`config.mk`:
```
export PLATFORM = sky130hd
export DESIGN_NAME = exp_taylor
export DESIGN_NICKNAME = d
export VERILOG_FILES = /design/src/rtl/exp_taylor.sv
export SDC_FILE = /design/constraint.sdc
export NUM_CORES = 2
export LEC_CHECK = 0
export BUFFER_PORTS_ARGS = -buffer_cell sky130_fd_sc_hd__buf_2
export CELL_PAD_IN_SITES_DETAIL_PLACEMENT = 1
export CELL_PAD_IN_SITES_GLOBAL_PLACEMENT = 2
export CORE_ASPECT_RATIO = 2
export CORE_MARGIN = 2
export CORE_UTILIZATION = 43
export CTS_CLUSTER_SIZE = 30
export DETAILED_ROUTE_END_ITERATION = 12
export PLACE_DENSITY_LB_ADDON = 0.1
export SLEW_MARGIN = 20
export SYNTH_ARGS = -nofsm -noshare
export SYNTH_HDL_FRONTEND = slang
export SYNTH_SLANG_ARGS = --single-unit
```
`constraint.sdc`:
```
create_clock -name clk -period 171.8 [get_ports clk]
set_clock_uncertainty 0.15 [all_clocks]
set_input_delay 34.36 -clock clk [delete_from_list [all_inputs] [get_ports clk]]
set_output_delay 34.36 -clock clk [all_outputs]
set_load 0.02 [all_outputs]
```
`src/rtl/exp_taylor.sv`:
```
// Fixed-point e^x for the softmax stage: one signed Q3.9 sample per transaction,
// evaluated as an iterative Taylor series, one term per clock.
module exp_taylor #(
    parameter int DATA_WIDTH = 12,
    parameter int FRACTION   = 9,
    parameter int TERMS      = 10,
    parameter int ACC_WIDTH  = 2 * DATA_WIDTH
) (
    input  logic                  clk,
    input  logic                  rst,
    input  logic                  s_valid,
    output logic                  s_ready,
    input  logic [DATA_WIDTH-1:0] s_data,
    output logic                  m_valid,
    input  logic                  m_ready,
    output logic [DATA_WIDTH-1:0] m_data,
    output logic                  m_sat
);

    localparam logic [1:0] ST_IDLE    = 2'd0;
    localparam logic [1:0] ST_COMPUTE = 2'd1;
    localparam logic [1:0] ST_HOLD    = 2'd2;

    localparam int PROD_W = ACC_WIDTH + DATA_WIDTH;

    // 0x2C6 = ln(4) in Q3.9: anything at or above overflows the output range
    localparam logic signed [DATA_WIDTH-1:0] X_HI    = DATA_WIDTH'(710);
    localparam logic signed [DATA_WIDTH-1:0] X_LO    = DATA_WIDTH'(-(2 << FRACTION));
    localparam logic signed [ACC_WIDTH-1:0]  ONE     = ACC_WIDTH'(1 << FRACTION);
    localparam logic signed [ACC_WIDTH-1:0]  OUT_MAX = ACC_WIDTH'((1 << (DATA_WIDTH - 1)) - 1);
    localparam logic [3:0]                   N_LAST  = 4'(TERMS - 1);

    function automatic logic signed [ACC_WIDTH-1:0] factorial(input logic [3:0] n);
        case (n)
            4'd2:    factorial = ACC_WIDTH'(2);
            4'd3:    factorial = ACC_WIDTH'(6);
            4'd4:    factorial = ACC_WIDTH'(24);
            4'd5:    factorial = ACC_WIDTH'(120);
            4'd6:    factorial = ACC_WIDTH'(720);
            4'd7:    factorial = ACC_WIDTH'(5040);
            4'd8:    factorial = ACC_WIDTH'(40320);
            4'd9:    factorial = ACC_WIDTH'(362880);
            default: factorial = ACC_WIDTH'(1);
        endcase
    endfunction

    logic [1:0]                   r_state;
    logic signed [DATA_WIDTH-1:0] r_x;
    logic signed [ACC_WIDTH-1:0]  r_p;
    logic signed [ACC_WIDTH-1:0]  r_acc;
    logic [3:0]                   r_n;
    logic                         r_force;
    logic                         r_clamp;
    logic [DATA_WIDTH-1:0]        r_m_data;
    logic                         r_m_sat;

    logic signed [DATA_WIDTH-1:0] w_x_in;
    logic signed [DATA_WIDTH-1:0] w_x_lat;
    logic signed [PROD_W-1:0]     w_prod;
    logic signed [ACC_WIDTH-1:0]  w_p_next;
    logic signed [ACC_WIDTH-1:0]  w_fact;
    logic signed [ACC_WIDTH-1:0]  w_term;
    logic signed [ACC_WIDTH-1:0]  w_acc_next;
    logic [DATA_WIDTH-1:0]        w_out_data;
    logic                         w_out_sat;
    logic                         w_unused;

    assign w_x_in  = s_data;
    assign w_x_lat = (w_x_in < X_LO) ? X_LO : w_x_in;

    // Bits [FRACTION +: ACC_WIDTH] are the low ACC_WIDTH bits of (P*x) >>> FRACTION
    assign w_prod     = r_p * r_x;
    assign w_p_next   = w_prod[FRACTION +: ACC_WIDTH];
    assign w_fact     = factorial(r_n);
    assign w_term     = w_p_next / w_fact;
    assign w_acc_next = r_acc + w_term;
    assign w_unused   = ^{w_prod[PROD_W-1:FRACTION+ACC_WIDTH], w_prod[FRACTION-1:0]};

    always_comb begin
        w_out_data = w_acc_next[DATA_WIDTH-1:0];
        w_out_sat  = r_clamp;
        if (r_force) begin
            w_out_data = OUT_MAX[DATA_WIDTH-1:0];
            w_out_sat  = 1'b1;
        end else if (w_acc_next < 0) begin
            w_out_data = '0;
        end else if (w_acc_next > OUT_MAX) begin
            w_out_data = OUT_MAX[DATA_WIDTH-1:0];
            w_out_sat  = 1'b1;
        end
    end

    always_ff @(posedge clk) begin
        if (rst) begin
            r_state  <= ST_IDLE;
            r_x      <= '0;
            r_p      <= '0;
            r_acc    <= '0;
            r_n      <= '0;
            r_force  <= 1'b0;
            r_clamp  <= 1'b0;
            r_m_data <= '0;
            r_m_sat  <= 1'b0;
        end else begin
            case (r_state)
                ST_IDLE: begin
                    if (s_valid) begin
                        r_x     <= w_x_lat;
                        r_force <= (w_x_in >= X_HI);
                        r_clamp <= (w_x_in < X_LO);
                        r_p     <= ONE;
                        r_acc   <= ONE;
                        r_n     <= 4'd1;
                        r_state <= ST_COMPUTE;
                    end
                end
                ST_COMPUTE: begin
                    r_p   <= w_p_next;
                    r_acc <= w_acc_next;
                    r_n   <= r_n + 4'd1;
                    if (r_n == N_LAST) begin
                        r_m_data <= w_out_data;
                        r_m_sat  <= w_out_sat;
                        r_state  <= ST_HOLD;
                    end
                end
                ST_HOLD: begin
                    if (m_ready) begin
                        r_state <= ST_IDLE;
                    end
                end
                default: r_state <= ST_IDLE;
            endcase
        end
    end

    assign s_ready = (r_state == ST_IDLE);
    assign m_valid = (r_state == ST_HOLD);
    assign m_data  = r_m_data;
    assign m_sat   = r_m_sat;

endmodule

```
==> Word level (Yosys, flattened, before mapping) <==
Memory sizes are Yosys's and may differ from the RTL's. A register that Yosys moved wholly into a read port is not among the register bits.
Cells that the tools add are included.
{ "totals": {"register_bits": 81, "romBits": 256, "input_bits": 16, "out_inout_bits": 15, "elab_cells": 48, "memories": 1} }
{ "memory_table": {"columns": ["memory", "depth", "width", "rd", "rd_ports_with_merged_regs", "write_ports", "line_no", "text"], "rows": [
  ["(name not given)", 16, 16, 1, 1, 0, "34", "case (n)"]
]} }
{ "classes": {"addsub": 2, "multipliers": 1, "div_mod_pow": 1, "n_lt_le_gt_ge": 4, "eq_ne": 6, "muxes": 18, "n_reduce_logical": 6} }
{ "op_table": {"columns": ["op", "count"], "rows": [
  ["one-hot mux 24 bit (2 select lines)", 2],
  ["2-to-1 mux 12 bit", 4],
  ["multiplier 24 x 12 -> 33 bit", 1],
  ["adder 24 bit", 1],
  ["divider 24 x 24 -> 24 bit", 1],
  ["> comparator 24 x 12 -> 1 bit, second input constant", 1],
  ["< comparator 24 x 1 -> 1 bit, second input constant", 1],
  ["2-to-1 mux 24 bit", 1],
  [">= comparator 12 x 11 -> 1 bit, second input constant", 1],
  ["< comparator 12 x 11 -> 1 bit, second input constant", 1],
  ["2-to-1 mux 4 bit", 3],
  ["one-hot mux 4 bit (2 select lines)", 1],
  ["2-to-1 mux 2 bit", 3],
  ["one-hot mux 2 bit (3 select lines)", 1],
  ["AND reduction 2 bit", 3],
  ["adder 4 x 1 -> 4 bit, second input constant", 1],
  ["== test 4 bit, second input constant", 1],
  ["inequality test 2 bit, second input constant", 2],
  ["2-to-1 mux 1 bit", 3],
  ["AND reduction 3 bit", 1],
  ["== test 2 x 1 -> 1 bit, second input constant", 1],
  ["== test 2 bit, second input constant", 1],
  ["logical NOT 2 bit", 1],
  ["inequality test 2 x 1 -> 1 bit, second input constant", 1],
  ["nonzero test 2 bit", 1]
]} }

==> Logic depth before layout (Yosys ltp) <==
{ "logic_depth": {"depth_word": 7, "depth_mapped": 387, "mapped_depth_nobuf": 356} }

==> Worst setup path before layout <==
OpenSTA, ideal clock, no wires.
{ "synth_timing": {"path_type": "register -> register", "from": "reg r_x[5]", "to": "reg r_m_sat, in the netlist m_sat", "setup_ns": 0.086, "t_arrival_ns": 73.655, "t_required_ns": 171.564, "slack_ns": 97.909, "path_stages_with_launch": 366, "n_path_buf": 32, "period_less_slack_ns": 73.891, "path_cell_list": "dfxtp_1 clkbuf_1 clkbuf_1 nand2_1 fa_1 fa_1 inv_1 fa_1 fa_1 inv_1 fa_1 inv_1 ha_1 a2111o_1 a221oi_2 or3_1 nand2_1 or4_1 (+330 left out) a21oi_1 o21ai_0 a21oi_1 o21ai_0 a21oi_1 o21bai_1 a21oi_1 o21bai_1 a21oi_1 o21bai_1 a21oi_1 xnor2_1 or2_2 o21ai_0 a311oi_2 a21o_1 buf_2 a211oi_1"} }
{ "synth_between": {"elab_chain_len": 7, "word_cells_on_any_way": 8, "cone_classes": "add/sub: 1; mul: 1; div: 1; order compare: 2; mux: 3"} }
{ "synth_lines": {"columns": ["element", "line_no", "text"], "rows": [
  ["from (decl)", "48", "logic signed [DATA_WIDTH-1:0] r_x;"],
  ["from (signal assigned)", "108", "r_x <= w_x_lat;"],
  ["multiplier 24 x 12 -> 33 bit *", "72", "assign w_prod = r_p * r_x;"],
  ["divider 24 x 24 -> 24 bit *", "75", "assign w_term = w_p_next / w_fact;"],
  ["adder 24 bit *", "76", "assign w_acc_next = r_acc + w_term;"],
  ["> comparator 24 x 12 -> 1 bit", "87", "end else if (w_acc_next > OUT_MAX) begin"],
  ["2-to-1 mux 1 bit", "87", null],
  ["2-to-1 mux 1 bit *", "85", "end else if (w_acc_next < 0) begin"],
  ["2-to-1 mux 1 bit *", "82", "if (r_force) begin"],
  ["to (signal assigned)", "123", "r_m_sat <= w_out_sat;"],
  ["to (decl)", "55", "logic r_m_sat;"]
]} }
Every way passes the cells marked *; elsewhere a longest branch is shown, timed or not.
A chain may end at the register's enable or synchronous reset.

==> Worst setup path in the final report <==
{ "layout_timing": {"from": "reg r_p[0]", "to": "reg r_m_sat, in the netlist m_sat"} }
{ "layout_between": {"elab_chain_len": 7, "word_cells_on_any_way": 8, "cone_classes": "add/sub: 1; mul: 1; div: 1; order compare: 2; mux: 3"} }
{ "layout_lines": {"columns": ["element", "line_no", "text"], "rows": [
  ["from (decl)", "49", "logic signed [ACC_WIDTH-1:0] r_p;"],
  ["from (signal assigned)", "118", "r_p <= w_p_next;"],
  ["multiplier 24 x 12 -> 33 bit *", "72", null],
  ["divider 24 x 24 -> 24 bit *", "75", null],
  ["adder 24 bit *", "76", null],
  ["> comparator 24 x 12 -> 1 bit", "87", null],
  ["2-to-1 mux 1 bit", "87", null],
  ["2-to-1 mux 1 bit *", "85", null],
  ["2-to-1 mux 1 bit *", "82", null]
]} }
Marked as above.

==> results.json <==
{
  "first_pass_iters": 5,
  "maximum_operating_frequency_mhz": 11.8,
  "grt_first_pass_wirelength_um": 177000,
  "worst_path_largest_cell_delay_ps": 910,
  "syn-num-nets": 4432,
  "crit_type": "reg2reg",
  "boundaryPins": 31,
  "critPathCaptureType": "flip-flop",
  "dp.final_hpwl_um": 95700,
  "worst-slew-pin-transition_ps": 1100,
  "hold_violations": 0,
  "cts_buffer_depth": 2,
  "avgViaCountPerCell": 6.10,
  "grt.overflow.total": 0,
  "run_status": "finished clean",
  "final.period_utilization": 0.492,
  "drv_cap": 0,
  "syn2layout_area_growth_pct": 5.14,
  "yosysTopAreaCell": "sky130_fd_sc_hd__fa_1",
  "proportion_of_layout_cells_with_a_drive_suffix_above_1": 0.0672,
  "cts-htree-levels": 3,
  "count_of_hold_buffers_inserted_by_post_cts_repair": 0,
  "yosysUniqueCellTypes": 105,
  "final_antenna_net_count": 0,
  "fin_crit_ps": 84580,
  "synth_seq_area_share": 0.0657,
  "setup_violators_final": 0,
  "async_reset_ff_frac": 0,
  "remaining_drc_errors": 0,
  "worst_hold_path_type": "reg2reg",
  "average_wire_per_cell_in_the_routed_design_um": 24.4,
  "clock_insertion_delay_worst_skew_ps": 380,
  "synth_cells": 3819,
  "antenna_cells": 0,
  "postCtsSetupRepairBufs": 0,
  "core.rowCount": 134,
  "rsz_0062_raised_after_global_routing": "no",
  "floorplan.die.width_um": 187,
  "portBuffers": 30,
  "finish.net_count": 4386,
  "cts_inserted_buffers": 9,
  "dr_total_vias": 28400,
  "root_buffer": "sky130_fd_sc_hd__clkbuf_16",
  "drt-total-wl_um": 114000,
  "number_of_enable_flip_flop_cells_after_synthesis": 0,
  "antenna_found_initial": 0,
  "ys_warn_count": 0,
  "cts-resized-gates": 0,
  "cp_max_fo": 32,
  "grt_pass1_vias": 32000,
  "synth_top_cell_area_share": 0.166,
  "timing_max_transition_violations_final": 0,
  "grt_usage": 0.328,
  "synth_top_cells_by_area": "sky130_fd_sc_hd__fa_1 17%, sky130_fd_sc_hd__ha_1 15%, sky130_fd_sc_hd__dfxtp_1 6.6%",
  "critPathLaunchType": "flip-flop",
  "grt_max_degree": 74,
  "core_region_area_sq_um": 66700,
  "setup_tns_ps": 0,
  "tritoncts": "built",
  "die-area_sq_um": 69500,
  "max_slew_margin": 0.261,
  "mean_area_per_synthesized_cell_sq_um": 7.58,
  "die_h_um": 371,
  "top_reg_cell_synth": "sky130_fd_sc_hd__dfxtp_1",
  "detailedRoute.firstIterationViolations": 1063,
  "initial_core_utilization": 0.434,
  "netlist_area_before_placement_sq_um": 28900,
  "ys_ff_latch": 95,
  "cts.sinks": 95,
  "place.gp.congestion": 0.938,
  "path_clk_slew_ps": 80,
  "cp_common_cell": "sky130_fd_sc_hd__o21a_1",
  "arrival_ps": 84650,
  "slowest_stage": "sky130_fd_sc_hd__dfxtp_1",
  "required_ps": 171870
}
Yosys cell counts, types with 8 or more instances:
cell,count
sky130_fd_sc_hd__a31oi_1,39
sky130_fd_sc_hd__nor2b_1,39
sky130_fd_sc_hd__and2_1,110
sky130_fd_sc_hd__mux2_2,45
sky130_fd_sc_hd__nand2_1,464
sky130_fd_sc_hd__and4_1,12
sky130_fd_sc_hd__nor3b_1,10
sky130_fd_sc_hd__buf_2,8
sky130_fd_sc_hd__a2111oi_0,11
sky130_fd_sc_hd__nor2_1,291
sky130_fd_sc_hd__or2_2,26
sky130_fd_sc_hd__nor3_1,160
sky130_fd_sc_hd__inv_1,382
sky130_fd_sc_hd__o21ai_0,127
sky130_fd_sc_hd__xor2_1,73
sky130_fd_sc_hd__or3_1,33
sky130_fd_sc_hd__o211ai_1,28
sky130_fd_sc_hd__and3_1,20
sky130_fd_sc_hd__a21boi_0,8
sky130_fd_sc_hd__ha_1,357
sky130_fd_sc_hd__o21a_1,129
sky130_fd_sc_hd__o31ai_1,87
sky130_fd_sc_hd__nor4_1,21
sky130_fd_sc_hd__nand3_1,75
sky130_fd_sc_hd__mux2i_1,19
sky130_fd_sc_hd__a21o_1,66
sky130_fd_sc_hd__a21oi_1,208
sky130_fd_sc_hd__xnor2_1,133
sky130_fd_sc_hd__a22oi_1,29
sky130_fd_sc_hd__a211o_1,12
sky130_fd_sc_hd__nand2b_1,48
sky130_fd_sc_hd__a31o_2,12
sky130_fd_sc_hd__clkbuf_1,131
sky130_fd_sc_hd__or4_1,14
sky130_fd_sc_hd__fa_1,240
sky130_fd_sc_hd__buf_1,8
sky130_fd_sc_hd__o21bai_1,13
sky130_fd_sc_hd__dfxtp_1,95
sky130_fd_sc_hd__a211oi_1,37
sky130_fd_sc_hd__nand4_1,30
final timing paths:
kind                                 from         to  cells past startpoint  slack, ps
worst max-delay path               r_p[0]      m_sat                    344      87220
worst min-delay path            r_acc[15]  r_acc[15]                      2        330
worst max register to register     r_p[0]      m_sat                    344      87220
worst min register to register  r_acc[15]  r_acc[15]                      2        330
cells by family (layout without fill, tap and decap cells):
kind of cell	count (synthesis)	count (layout)	share of synthesized area
fa+ha+maj	597	597	0.320
flops	95	95	0.0657
simple gates	1389	1389	0.231
compound gates	932	932	0.225
xor+xnor	207	207	0.0631
mux	66	66	0.0251
buf+inv	533	492	0.0703
flip-flops by register name, indices dropped and copies added (netlist names):
signal,count
r_clamp,1
r_force,1
m_data,12
r_x,12
r_state,2
w_fact,14
r_p,24
r_n,4
r_acc,24
m_sat,1
critical path, delay by kind of cell, from the launching register on:
| family | cells | cell delay, ps |
|---|---|---|
| compound gates | 198 | 46590 |
| simple gates | 90 | 19800 |
| fa+ha+maj | 32 | 11230 |
| buf+inv | 16 | 3220 |
| mux | 6 | 1670 |
| flops | 1 | 910 |
| xor+xnor | 2 | 520 |
cell type report:
| class | count | area (sq um) |
|---|---|---|
| Multi-Input combinational cell | 3191 | 25100 |
| Clock buffer | 9 | 225 |
| Clock inverter | 7 | 73.8 |
| Inverter | 382 | 1430 |
| Sequential cell | 95 | 1900 |
| Tap cell | 884 | 1110 |
| Timing Repair Buffer | 94 | 631 |
| Fill cell | 8486 | 36300 |
cell usage in the layout (no fill, tap or decap), types with 66 or more instances in the layout:
cell type	Yosys	routed
sky130_fd_sc_hd__ha_1	357	357
sky130_fd_sc_hd__dfxtp_1	95	95
sky130_fd_sc_hd__xor2_1	73	72
sky130_fd_sc_hd__nor3_1	160	160
sky130_fd_sc_hd__o21ai_0	127	126
sky130_fd_sc_hd__o21a_1	129	129
sky130_fd_sc_hd__a21o_1	66	66
sky130_fd_sc_hd__nand3_1	75	75
sky130_fd_sc_hd__and2_1	110	110
sky130_fd_sc_hd__a21oi_1	208	208
sky130_fd_sc_hd__fa_1	240	240
sky130_fd_sc_hd__nor2_1	291	288
sky130_fd_sc_hd__xnor2_1	133	132
sky130_fd_sc_hd__nand2_1	464	463
sky130_fd_sc_hd__inv_1	382	382
sky130_fd_sc_hd__o31ai_1	87	87
routing by layer:
metal / share of wire / up-vias / track usage
li1: - / 13200 / -
met1: 0.32 / 14300 / 0.282
met2: 0.57 / 551 / 0.677
met3: 0.021 / 380 / 0.0281
met4: 0.090 / 0 / 0.256
met5: 0 / - / 0
through the flow:
step | hold WS [ps] | worst slack (ps) | cells | util | area [sq um]
after floorplan | 287 | 97910 | 3819 | - | 28900
after global placement | 309 | 89720 | 4646 | 0.452 | 30100
after detailed placement | 319 | 87500 | 4646 | 0.452 | 30100
after CTS | 330 | 87260 | 4662 | 0.456 | 30400
after global routing | 353 | 81020 | 4662 | 0.456 | 30400
final | 329 | 87220 | 4662 | 0.456 | 30400
Power is left out: the tool's default activity adds up to more than one toggle a clock period on the data nets, which glitch-free logic cannot reach.
